===== src/rtl/rv_pkg.sv =====
// Shared RV32I core definitions used by the fetch stage and its buffers.
package rv_pkg;
  localparam int          XLEN     = 32;
  localparam logic [31:0] NOP_INST = 32'h0000_0013;

  typedef struct packed {
    logic [XLEN-1:0] pc;
    logic [XLEN-1:0] inst;
  } fetch_entry_t;
endpackage


===== src/rtl/fetch_fifo.sv =====
// Synchronous FIFO with flush; head is read combinationally, writes land on the next edge.
module fetch_fifo #(
  parameter int DEPTH = 4,
  parameter int WIDTH = 32
) (
  input  logic                   clk,
  input  logic                   rst,
  input  logic                   clear,
  input  logic                   push,
  input  logic                   pop,
  input  logic [WIDTH-1:0]       wdata,
  output logic [WIDTH-1:0]       rdata,
  output logic [$clog2(DEPTH):0] count,
  output logic                   empty,
  output logic                   full
);
  localparam int AW = $clog2(DEPTH);

  logic [WIDTH-1:0] mem [DEPTH];
  logic [AW-1:0]    wr_ptr, rd_ptr;
  logic             do_push, do_pop;

  assign empty   = (count == '0);
  assign full    = (count == (AW+1)'(DEPTH));
  assign do_pop  = pop & ~empty;
  assign do_push = push & (~full | do_pop);
  assign rdata   = mem[rd_ptr];

  // Storage carries no reset; validity is tracked entirely by count.
  always_ff @(posedge clk) begin
    if (do_push && !clear) mem[wr_ptr] <= wdata;
  end

  always_ff @(posedge clk or posedge rst) begin
    if (rst) begin
      wr_ptr <= '0;
      rd_ptr <= '0;
      count  <= '0;
    end else if (clear) begin
      wr_ptr <= '0;
      rd_ptr <= '0;
      count  <= '0;
    end else begin
      if (do_push) wr_ptr <= wr_ptr + 1'b1;
      if (do_pop)  rd_ptr <= rd_ptr + 1'b1;
      count <= count + {{AW{1'b0}}, do_push} - {{AW{1'b0}}, do_pop};
    end
  end

  always_ff @(posedge clk) begin
    if (!rst) assert (!(push && full && !pop));
  end
endmodule


===== src/rtl/fetch_unit.sv =====
// RV32I fetch stage: PC, in-order imem requests, instruction buffer, redirect flush.
module fetch_unit
  import rv_pkg::*;
#(
  parameter logic [31:0] RESET_PC = 32'h0000_0000,
  parameter int          DEPTH    = 4
) (
  input  logic        i_clk,
  input  logic        i_reset,
  output logic        o_imem_req_vld,
  output logic [31:0] o_imem_addr,
  input  logic        i_imem_req_rdy,
  input  logic        i_imem_rsp_vld,
  input  logic [31:0] i_imem_rsp_data,
  input  logic        i_redirect,
  input  logic [31:0] i_redirect_pc,
  input  logic        i_stall,
  output logic        o_inst_vld,
  output logic [31:0] o_inst,
  output logic [31:0] o_pc,
  output logic [31:0] o_pc_four,
  output logic        o_misalign
);
  localparam int CW = $clog2(DEPTH) + 1;

  logic [31:0]   pc, last_pc, pcq_head;
  logic [CW-1:0] outstanding, drop_cnt, fifo_count, pcq_count;
  logic [CW:0]   used;
  logic          fifo_empty, fifo_full, pcq_empty, pcq_full;
  logic          pop, hs, rsp_keep;
  fetch_entry_t  head, push_entry;

  // Same-cycle pop is dropped on redirect since the whole buffer is flushed anyway.
  assign pop  = ~fifo_empty & ~i_stall & ~i_redirect;
  assign used = {1'b0, outstanding} + {1'b0, fifo_count} - {{CW{1'b0}}, pop};

  // Credit rule: every in-flight request owns a FIFO slot, so responses never overflow.
  assign o_imem_req_vld = ~i_reset & ~i_redirect & (used < (CW+1)'(DEPTH));
  assign o_imem_addr    = pc;
  assign hs             = o_imem_req_vld & i_imem_req_rdy;

  assign rsp_keep   = i_imem_rsp_vld & (drop_cnt == '0) & ~i_redirect;
  assign push_entry = '{pc: pcq_head, inst: i_imem_rsp_data};

  fetch_fifo #(.DEPTH(DEPTH), .WIDTH($bits(fetch_entry_t))) u_inst_fifo (
    .clk   (i_clk),
    .rst   (i_reset),
    .clear (i_redirect),
    .push  (rsp_keep),
    .pop   (pop),
    .wdata (push_entry),
    .rdata (head),
    .count (fifo_count),
    .empty (fifo_empty),
    .full  (fifo_full)
  );

  fetch_fifo #(.DEPTH(DEPTH), .WIDTH(XLEN)) u_pc_queue (
    .clk   (i_clk),
    .rst   (i_reset),
    .clear (i_redirect),
    .push  (hs),
    .pop   (rsp_keep),
    .wdata (pc),
    .rdata (pcq_head),
    .count (pcq_count),
    .empty (pcq_empty),
    .full  (pcq_full)
  );

  always_ff @(posedge i_clk or posedge i_reset) begin
    if (i_reset) begin
      pc          <= RESET_PC;
      outstanding <= '0;
      drop_cnt    <= '0;
      last_pc     <= RESET_PC;
      o_misalign  <= 1'b0;
    end else begin
      outstanding <= outstanding + {{(CW-1){1'b0}}, hs} - {{(CW-1){1'b0}}, i_imem_rsp_vld};
      o_misalign  <= i_redirect & (|i_redirect_pc[1:0]);
      if (!fifo_empty) last_pc <= head.pc;
      if (i_redirect) begin
        pc <= {i_redirect_pc[31:2], 2'b00};
        // Everything still in flight after this cycle's response belongs to the old stream.
        drop_cnt <= outstanding - {{(CW-1){1'b0}}, i_imem_rsp_vld};
      end else begin
        if (hs) pc <= pc + 32'd4;
        if (i_imem_rsp_vld && drop_cnt != '0) drop_cnt <= drop_cnt - 1'b1;
      end
    end
  end

  assign o_inst_vld = ~fifo_empty;
  assign o_inst     = fifo_empty ? NOP_INST : head.inst;
  assign o_pc       = fifo_empty ? last_pc : head.pc;
  assign o_pc_four  = o_pc + 32'd4;

  always_ff @(posedge i_clk) begin
    if (!i_reset) begin
      assert (!(rsp_keep && fifo_full && !pop));
      assert (!(rsp_keep && pcq_empty));
      assert (!(hs && pcq_full));
      assert (pcq_count <= outstanding);
      assert (outstanding <= CW'(DEPTH) && drop_cnt <= outstanding);
    end
  end
endmodule

===== config.mk =====
export PLATFORM = sky130hd
export DESIGN_NAME = fetch_unit
export DESIGN_NICKNAME = d
export VERILOG_FILES = /design/src/rtl/rv_pkg.sv /design/src/rtl/fetch_fifo.sv /design/src/rtl/fetch_unit.sv
export SDC_FILE = /design/constraint.sdc
export NUM_CORES = 1
export LEC_CHECK = 0
export CORE_MARGIN = 1.5
export CORE_UTILIZATION = 30
export DETAILED_ROUTE_END_ITERATION = 10
export PLACE_DENSITY = 0.6
export SYNTH_ARGS = -nofsm -noshare
export SYNTH_HDL_FRONTEND = slang
export SYNTH_SLANG_ARGS = --single-unit
export TNS_END_PERCENT = 5

===== constraint.sdc =====
create_clock -name i_clk -period 4.1 [get_ports i_clk]
set_input_delay 0.82 -clock i_clk [delete_from_list [all_inputs] [get_ports i_clk]]
set_output_delay 0.82 -clock i_clk [all_outputs]
set_load 0.01 [all_outputs]

==> results.toml, run 1 <==
[outcome]
status = "complete, but fails checks"
violations = "negative setup slack"

[power_and_ir_drop]
clockPowerShare = 0.282
switching_power_mw = 4.71
cell_internal_pwr_mw = 10.4
p_leak_nw = 8.28
finalPower_mw = 15.1
p_comb_frac = 0.335
power.density_nw_per_um2 = 634
seq_power_share = 0.384
peakVddDrop_mv = 0.277
p_sw_frac = 0.312

[synthesis]
synth_warnings = 0
synthArstFlopShare = 0.184
synth_edf_count = 368
seq_area_frac_synth = 0.700
synth_ff_type = "edfxtp_1"
ys_ff_latch = 451
yosys.cell_types.count = 60
synth_area_um2 = 18800
synth_cells = 1135
syn-mean-instance-area_um2 = 16.5

[sta]
fmax_mhz = 238
period_share = 1.02
relSlewSlack = 0.453
rsz0062_at_grt = "yes"
hold_viol_final = 0
setup_ws_ps = -96.4
skew_ps = 28.1
drv_slew = 0
finalSetupTns_ps = -172
finalSetupViolations = 2
min_period_ps = 4200
tightest_slew_ps = 821

[setup_path]
end_kind = "primary output"
critPathLaunch = "u_inst_fifo.rd_ptr[0]$_DFFE_PP0P_"
reg2regPathDepth = 17
worstPathArrival_ps = 3380
r2r-start = "u_inst_fifo.count[1]$_DFF_PP0_"
r2r-end = "u_pc_queue.count[2]$_DFF_PP0_"
critPathMaxFanout = 8
required_ps = 3280
reg2reg_setup_slack_ps = 760
critPathLaunchType = "flip-flop"
worstSetupPathType = "reg -> out"

[die]
dieArea_um2 = 64000
die_h_um = 253
core_area_um2 = 61700
rows = 91
die_x_um = 253
start_util = 0.304
pin_count = 201

[route]
drt-vias-per-instance = 4.73
drc = 0
drt_wl_total_mm = 43.5
vias = 10689
post_drt_wl_per_cell_um = 19.3
ant_nets = 0
first_pass_iters = 5
drtIter0Drc = 644

[final_layout]
synthToLayoutAreaGrowth_pct = 26.7
stdcell_count = 2258
diodes = 0
finish.instance_area_um2 = 23800
fin_nets = 1481
drive_above_1_share = 0.178
final_util = 0.385

[clocking]
clkTransAtPathRegs_ps = 60
cts_tree = "yes"
cts_made_buffers = 46
clock_path_buffers = 3
htree_levels = 2
cts-root-buf = "clkbuf_16"
clock_sinks = 451
insertion_delay_ps = 580

[hold_path]
hp-class = "in -> async"

[placed_design]
place_hpwl_mm = 29.0
placed_area_um2 = 22100
place_congestion = 0.781
numPortBuffers = 198
place_inst = 2168

[global_routing]
grt_pass1_wl_mm = 66.4
grt_pass1_vias = 11043
gr-total-overflow = 0
grt_usage = 0.137
grt_antenna_before_repair = 1
grt_start_max_net_pins = 82

[run]
maxCapViolations = 0
[Yosys cell counts (15+ instances only)]
cell / number / share of area
o21ai_0: 30 / 0.0080
clkbuf_1: 19 / 0.0038
xor2_1: 15 / 0.0070
nor2_1: 42 / 0.0084
edfxtp_1: 368 / 0.59
nand3_1: 39 / 0.010
nand2_1: 133 / 0.027
mux4_2: 69 / 0.083
nand4_1: 16 / 0.0053
ha_1: 25 / 0.017
and2_1: 44 / 0.015
xnor2_1: 23 / 0.011
dfrtp_1: 83 / 0.11
inv_1: 38 / 0.0076
mux4_1: 23 / 0.032
a21oi_1: 15 / 0.0040
o311ai_0: 16 / 0.0075
[sequential cells by signal, indices dropped and copies added (netlist names), 3 cells and up]
signal             count
drop_cnt               3
last_pc               32
o_imem_addr           30
outstanding            3
u_inst_fifo.count      3
u_inst_fifo.mem      248
u_pc_queue.count       3
u_pc_queue.mem       120
[area by class of cell]
class,count,area [um^2]
multi-input cells,595,5340
inverters,38,144
clock inverters,28,292
clock buffers,58,1250
well taps,837,1050
repair buffers,251,2560
flip-flops and latches,451,13100
fillers,5776,37900
[kinds of logic (layout without fill, tap and decap cells)]
kind of cell               count (synthesis)  in the layout  share of synthesized area
adders and majority gates                 28             28                     0.0199
other                                      1              2                   0.000200
and+or+nand+nor                          332            332                     0.0867
muxes                                    100            100                      0.119
buffers and inverters                     90            375                     0.0222
DFF                                      451            451                      0.700
AOI/OAI and AO/OA                         95             95                     0.0338
xor gates and xnor gates                  38             38                     0.0177
[critical path, stage by stage, from the launching register on]
cell and delay [ps]:
dfrtp_4 520, buf_6 170, mux4_1 420, and4_4 260, nor2_2 70, or2_2 330, nor3_2 190, buf_4 140
xor2_1 150, clkdlybuf4s50_1 550
[layout by cell type, fill, tap and decap left out, drive strengths merged, types with 41 or more instances in the layout]
cell type	count
and2	44
buf	54
clkbuf	62
clkdlybuf4s50	175
dfrtp	83
edfxtp	368
inv	41
mux4	92
nand2	133
nor2	42
[per-layer routing]
layer	vias up	part of all wire	track usage
li1	4878	-	-
met1	5468	0.46	0.187
met2	290	0.47	0.219
met3	53	0.055	0.0314
met4	0	0.019	0.0383
met5	-	0	0
[worst max path at each step]
stage	endpoint	cells past startpoint
floorplan	u_pc_queue.mem[3][10]$_DFFE_PP_	12
global placement	o_pc_four[20]	11
detailed placement	o_pc_four[20]	11
CTS	o_pc_four[27]	9
global route	o_pc_four[17]	9
finish	o_pc_four[17]	9
[timing repair]
item / 4_1_cts / 5_1_grt
buffers inserted: 3 / 1
hold buffers: 0 / 0
pin swaps: 5 / 2
setup endpoints to repair: 45 / 23
resized for setup: 41 / 31
gates cloned: 0 / 0
[per-stage QoR]
stage                     hold slack [ps]  setup slack (ps)
after floorplan                       493              -183
after detailed placement              505              32.3
after global placement                489              87.5
after CTS                             506              -221
final                                 513             -96.4
after global routing                  500              -248
[power by group through the flow]
stage               clock network, mW  logic, mW  registers, mW
floorplan                           0       2.59           5.75
global placement                    0       5.07           5.84
detailed placement                  0       5.10           5.87
CTS                              4.38       5.11           5.78
global route                     4.54       5.50           5.84
finish                           4.25       5.04           5.78
(Power assumes the default switching activity.)
==> inputs of run 2 (changes only) <==
--- a/config.mk
+++ b/config.mk
@@ -9,6 +9,7 @@
 export CORE_UTILIZATION = 30
 export DETAILED_ROUTE_END_ITERATION = 10
 export PLACE_DENSITY = 0.6
+export REMOVE_ABC_BUFFERS = 1
 export SYNTH_ARGS = -nofsm -noshare
 export SYNTH_HDL_FRONTEND = slang
 export SYNTH_SLANG_ARGS = --single-unit
==> run 2 against run 1 <==
  * Final cell count about the same
  * Combinational power barely moved
  * The run still ends with negative setup slack left
  * Worst setup slack got worse by 33 ps
  * Wire length increased by 1.9%
  * Register-to-register slack improved by 40 ps
  * Critical path depth is 3 higher
  * Core utilization is 0.36 points higher
  * Via count down 0.26%
==> results.toml, run 2 (synthesis results as in run 1) <==
[route]
drt_wl_total_mm = 44.4
post_drt_wl_per_cell_um = 19.7
drt-vias-per-instance = 4.73
vias = 10661
ant_nets = 0
drc = 0
first_pass_iters = 5
drtIter0Drc = 620

[clocking]
clkTransAtPathRegs_ps = 60
cts_tree = "yes"
cts-root-buf = "clkbuf_16"
clock_path_buffers = 3
htree_levels = 2
cts_made_buffers = 49
hold_buffers = 0
clock_sinks = 451
insertion_delay_ps = 590

[sta]
finalSetupViolations = 5
skew_ps = 31.8
hold_viol_final = 0
rsz0062_at_grt = "yes"
period_share = 1.03
finalSetupTns_ps = -464
min_period_ps = 4230
drv_slew = 0
tightest_slew_ps = 1080
relSlewSlack = 0.283
fmax_mhz = 236
setup_ws_ps = -129

[die]
rows = 91
core_area_um2 = 61700
pin_count = 201
die_h_um = 253
dieArea_um2 = 64000
start_util = 0.304
die_x_um = 253

[setup_path]
critPathMaxFanout = 5
crit_path_max_incr_delay_ps = 600
slowest_stage = "mux4_1"
critPathLaunchType = "flip-flop"
worst-path-buf-inv = 3
worstSetupPathType = "reg -> out"
crit_chain = "mux4_1 -> nand2_1 -> nand2_1 -> ha_4 -> and4_1 -> a21oi_1 -> buf_4 -> and4bb_4 -> buf_4 -> nand2b_1 -> xnor2_1 -> dlygate4sd2_1"
reg2reg_setup_slack_ps = 800
end_kind = "primary output"
required_ps = 3280
path_delay_family = "simple AND/OR/NAND/NOR gates"
worstPathArrival_ps = 3410

[power_and_ir_drop]
cell_internal_pwr_mw = 10.8
seq_power_share = 0.372
p_sw_frac = 0.305
finalPower_mw = 15.6
switching_power_mw = 4.75
clockPowerShare = 0.306
peakVddDrop_mv = 0.296
p_leak_nw = 8.29
p_comb_frac = 0.323
power.density_nw_per_um2 = 649

[placed_design]
pre_cts_slack_ps = 89.9
place_congestion = 0.775
numPortBuffers = 198
place_hpwl_mm = 28.9
placed_area_um2 = 22100

[final_layout]
largest_reg_flops = 248
top_regs = "u_inst_fifo.mem x248, u_pc_queue.mem x120, last_pc x32"
final_cell_mix = "edfxtp_1 (368), clkdlybuf4s50_1 (174), nand2_1 (133)"
diodes = 0
layout.cells.most_common = "edfxtp_1"
max_flop_register = "u_inst_fifo.mem"
final_util = 0.389
fin_nets = 1478
drive_above_1_share = 0.175
finish.instance_area_um2 = 24000
fillers = 5764
synthToLayoutAreaGrowth_pct = 27.9

[outcome]
violations = "negative setup slack"
status = "complete, but fails checks"

[global_routing]
grt_usage = 0.139
grt_pass1_wl_mm = 67.5
grt_antenna_before_repair = 0
grt_pass1_vias = 10936
grt_start_max_net_pins = 58
gr-total-overflow = 0

[hold_path]
hp-class = "reg -> reg"

[run]
maxCapViolations = 0
## run 2: changes by cell type in the layout (fill, tap and decap cells not counted), moves of 5 or more
cell,delta
clkinv_2,-7
bufinv_16,+5
buf_4,-6
dlymetal6s2s_1,-6
## run 2: cell type report
cell class | count | area, um^2 | area share
Timing Repair Buffer | 245 | 2560 | 0.107
Multi-Input combinational cell | 595 | 5330 | 0.222
Clock buffer | 59 | 1330 | 0.0552
Tap cell | 837 | 1050 | 0.0437
Clock inverter | 31 | 443 | 0.0185
Sequential cell | 451 | 13100 | 0.548
Inverter | 38 | 144 | 0.00600
## run 2: final timing paths
path,from,endpoint,cells past startpoint
setup / recovery,u_inst_fifo.rd_ptr[0]$_DFFE_PP0P_,o_pc_four[30],12
hold / removal,last_pc[0]$_DFF_PP0_,last_pc[0]$_DFF_PP0_,1
setup reg to reg,u_inst_fifo.count[1]$_DFF_PP0_,outstanding[1]$_DFF_PP0_,14
hold reg to reg,last_pc[0]$_DFF_PP0_,last_pc[0]$_DFF_PP0_,1
max in group asynchronous,i_reset,u_pc_queue.rd_ptr[1]$_DFFE_PP0P_,3
min in group asynchronous,i_reset,outstanding[0]$_DFF_PP0_,2
## run 2: stage by stage
step / hold WS (ps) / instances
floorplan: 493 / 1084
global placement: 495 / 2160
detailed placement: 504 / 2160
CTS: 517 / 2256
global route: 540 / 2256
finish: 514 / 2256
## run 2: metal layers
layer	global-route usage	up-vias	wire length, um
met1	0.182	5449	19400
li1	-	4880	-
met3	0.0293	72	2230
met4	0.0431	0	1160
met2	0.233	260	21600
met5	0	-	0
## run 2: power groups by stage
stage	Clock, mW	Sequential, mW	Combinational (mW)
floorplan	0	5.89	2.37
global placement	0	5.84	5.08
detailed placement	0	5.86	5.12
CTS	4.90	5.79	5.09
global route	5.07	5.84	5.44
finish	4.76	5.78	5.02
## run 2: what timing repair did
| action | in CTS | in global routing |
|---|---|---|
| resized for setup | 50 | 22 |
| cloned | 1 | 0 |
| setup buffers | 5 | 0 |
| pin swaps | 6 | 3 |
| setup endpoints to repair | 24 | 22 |
| hold endpoints to repair | 0 | 0 |
==> inputs of run 3 (changes only) <==
--- a/config.mk
+++ b/config.mk
@@ -5,9 +5,12 @@
 export SDC_FILE = /design/constraint.sdc
 export NUM_CORES = 1
 export LEC_CHECK = 0
+export ABC_AREA = 1
 export CORE_MARGIN = 1.5
 export CORE_UTILIZATION = 30
+export CTS_BUF_LIST = sky130_fd_sc_hd__clkbuf_4 sky130_fd_sc_hd__clkbuf_8 sky130_fd_sc_hd__clkbuf_16
 export DETAILED_ROUTE_END_ITERATION = 10
+export HOLD_SLACK_MARGIN = 0.08
 export PLACE_DENSITY = 0.6
 export REMOVE_ABC_BUFFERS = 1
 export SYNTH_ARGS = -nofsm -noshare
==> run 3 against run 2 <==
  * Non-clock buffer count is 10 higher
  * Clock power decreased by 7.4%
  * Critical path depth grew 2
  * Sequential cell count is the same
  * The run still ends with negative setup slack left
  * Largest cell class unchanged
  * Total power grew 11%
  * Design area increased by 5.7%
  * Critical endpoint is now o_pc_four[17]
==> results.toml, run 3 <==
[outcome]
status = "complete, but fails checks"
violations = "negative setup slack"

[synthesis]
yosys-top-cells-count = "nand2_1 (447), edfxtp_1 (368), nor2_1 (293), inv_1 (200), o21ai_0 (143)"
synth_area_um2 = 20300
synth_ff_type = "edfxtp_1"
ys_ff_latch = 451
synth_fa_ha_area_frac = 0.0183
synth_largest_area_cell = "edfxtp_1"
syn-mean-instance-area_um2 = 10.2
synth_compound_gate_area_share = 0.0605
synthTopCellsByArea = "edfxtp_1 (54%), dfrtp_1 (10%), nand2_1 (8.3%)"
seq_area_frac_synth = 0.646
synth_edf_count = 368
synth_cells = 1995
synth-simple-area-share = 0.195
synth_warnings = 0
yosysMostFrequentCell = "nand2_1"
synthArstFlopShare = 0.184
yosys.cell_types.count = 45
synth_top_family_by_area = "simple AND/OR/NAND/NOR gates"
synthDominantCellAreaShare = 0.544
synthXorXnorAreaFrac = 0.0181
synth_mux_area_frac = 0

[sta]
hold_viol_final = 0
setup_ws_ps = -4.96
rsz0062_at_grt = "yes"
skew_ps = 23.4
finalSetupViolations = 1
period_share = 1.00
relSlewSlack = 0.334
drv_slew = 0
hold_slack_ps = 499
tightest_slew_ps = 997
min_period_ps = 4100
fmax_mhz = 244

[global_routing]
grt_antenna_before_repair = 0
grt_pass1_vias = 14639
grt_usage = 0.159
gr-total-overflow = 0
grt_pass1_wl_mm = 85.9
grt_start_max_net_pins = 68

[setup_path]
slowest_stage = "clkdlybuf4s50_1"
crit_path_max_incr_delay_ps = 600
end_kind = "primary output"
path_delay_family = "buffers and inverters"
worstSetupPathType = "reg -> out"
required_ps = 3280
cp_common_cell = "nand2_1"
worst-path-buf-inv = 4
critPathMaxFanout = 54
crit_chain = "inv_8 -> buf_12 -> nand2_1 -> nand3_1 -> nand2_1 -> nand2_1 -> nand2_4 -> nand2_4 -> inv_1 -> nand2_1 -> nor2_4 -> nand2_1 -> xor2_1 -> clkdlybuf4s50_1"
critPathLaunchType = "flip-flop"
worstPathArrival_ps = 3280

[final_layout]
synthToLayoutAreaGrowth_pct = 24.7
diodes = 0
largest_reg_flops = 248
final_cell_mix = "nand2_1 (445), edfxtp_1 (368), nor2_1 (277)"
stdcell_count = 3125
fin_nets = 2312
max_flop_register = "u_inst_fifo.mem"
top_regs = "u_inst_fifo.mem x248, u_pc_queue.mem x120, last_pc x32"
drive_above_1_share = 0.103
fillers = 6475
layout.cells.most_common = "nand2_1"
final_util = 0.377

[clocking]
clkTransAtPathRegs_ps = 60
cts_made_buffers = 47
cts-root-buf = "clkbuf_16"
clock_sinks = 451
htree_levels = 2
cts_tree = "yes"
insertion_delay_ps = 590
cts_setup_buffers = 0
clock_path_buffers = 3

[route]
top_layer = "met4"
first_pass_iters = 5
vias = 14605
drt-met1-wl_mm = 26.2
drt_wl_total_mm = 54.8
drc = 0
drt-vias-per-instance = 4.67
ant_nets = 0
wl_met2_mm = 24.5
post_drt_wl_per_cell_um = 17.5
wl_met3_mm = 3.02
drtIter0Drc = 1231

[run]
maxCapViolations = 0

[hold_path]
hp-class = "reg -> reg"

[placed_design]
place_inst = 3036
numPortBuffers = 198
place_hpwl_mm = 35.0
place_congestion = 0.920

[die]
die_x_um = 263
die_h_um = 263
rows = 95
pin_count = 201
start_util = 0.303
dieArea_um2 = 69300
core_area_um2 = 67200

[power_and_ir_drop]
peakVddDrop_mv = 0.345
p_leak_nw = 9.99
power.density_nw_per_um2 = 682
finalPower_mw = 17.3
## run 3: cell types whose count changed after synthesis, sizes merged, moves of 30 or more
cell	delta
nand2	+341
and2	-44
mux4	-92
o21ai	+113
inv	+167
o22ai	+30
nand3	+83
nor2	+265
## run 3: final cells by class
class,count,area (um^2),area share
timing repair buffer,255,2630,0.104
clock inverter,22,272,0.0107
inverter,209,801,0.0316
tap,873,1090,0.0431
multi-input combinational,1250,6080,0.240
sequential,451,13100,0.518
clock buffer,65,1350,0.0532
## run 3: timing repair
action	CTS	global route
setup endpoints to repair	24	35
hold buffers	0	0
cloned	2	0
resized for setup	24	12
pin swaps	0	1
## run 3: kinds of logic (layout without fill, tap and decap cells)
family	Yosys count	in the layout
AO/OA/AOI/OAI	228	228
XOR/XNOR	42	42
adder cells (fa/ha/maj)	28	28
buffers and inverters	295	551
flip-flops	451	451
other	1	2
AND/OR/NAND/NOR	950	950
## run 3: worst reg2reg max path: cells and delay by family, from the launching register on
kind	cells	cell delay, ps
and+or+nand+nor	7	760
buffers and inverters	6	480
AOI/OAI and AO/OA	1	150
xor gates and xnor gates	1	170
DFF	1	400
adders and majority gates	5	1250
## run 3: final timing paths
check | from | endpoint | slack (ps) | cells past startpoint
max | u_inst_fifo.rd_ptr[0]$_DFFE_PP0P_ | o_pc_four[17] | -5 | 14
min | last_pc[0]$_DFF_PP0_ | last_pc[0]$_DFF_PP0_ | 500 | 2
max reg2reg | u_inst_fifo.count[2]$_DFF_PP0_ | outstanding[2]$_DFF_PP0_ | 780 | 20
min reg2reg | last_pc[0]$_DFF_PP0_ | last_pc[0]$_DFF_PP0_ | 500 | 2
max in group asynchronous | i_reset | u_inst_fifo.rd_ptr[0]$_DFFE_PP0P_ | 2190 | 4
min in group asynchronous | i_reset | u_inst_fifo.wr_ptr[0]$_DFFE_PP0P_ | 780 | 3
## run 3: stage by stage
step	setup slack (ps)	setup TNS (ps)	cell area [um^2]
after floorplan	-1270	-315770	19900
after global placement	11.9	0	23600
after detailed placement	58.8	0	23600
after CTS	-76.6	-337	25300
after global routing	-228	-3320	25400
final	-4.96	-4.96	25400
## run 3: power breakdown
part	internal (mW)	switching [mW]	total, mW
Combinational	2.83	4.14	6.98
Sequential	5.51	0.382	5.89
Clock	2.63	1.78	4.41
Total	11.0	6.30	17.3
## run 3: metal layers
metal / GRT usage / vias up
met4: 0.0406 / 0
met3: 0.0263 / 65
met1: 0.226 / 7060
met5: 0 / -
li1: - / 7054
met2: 0.252 / 426
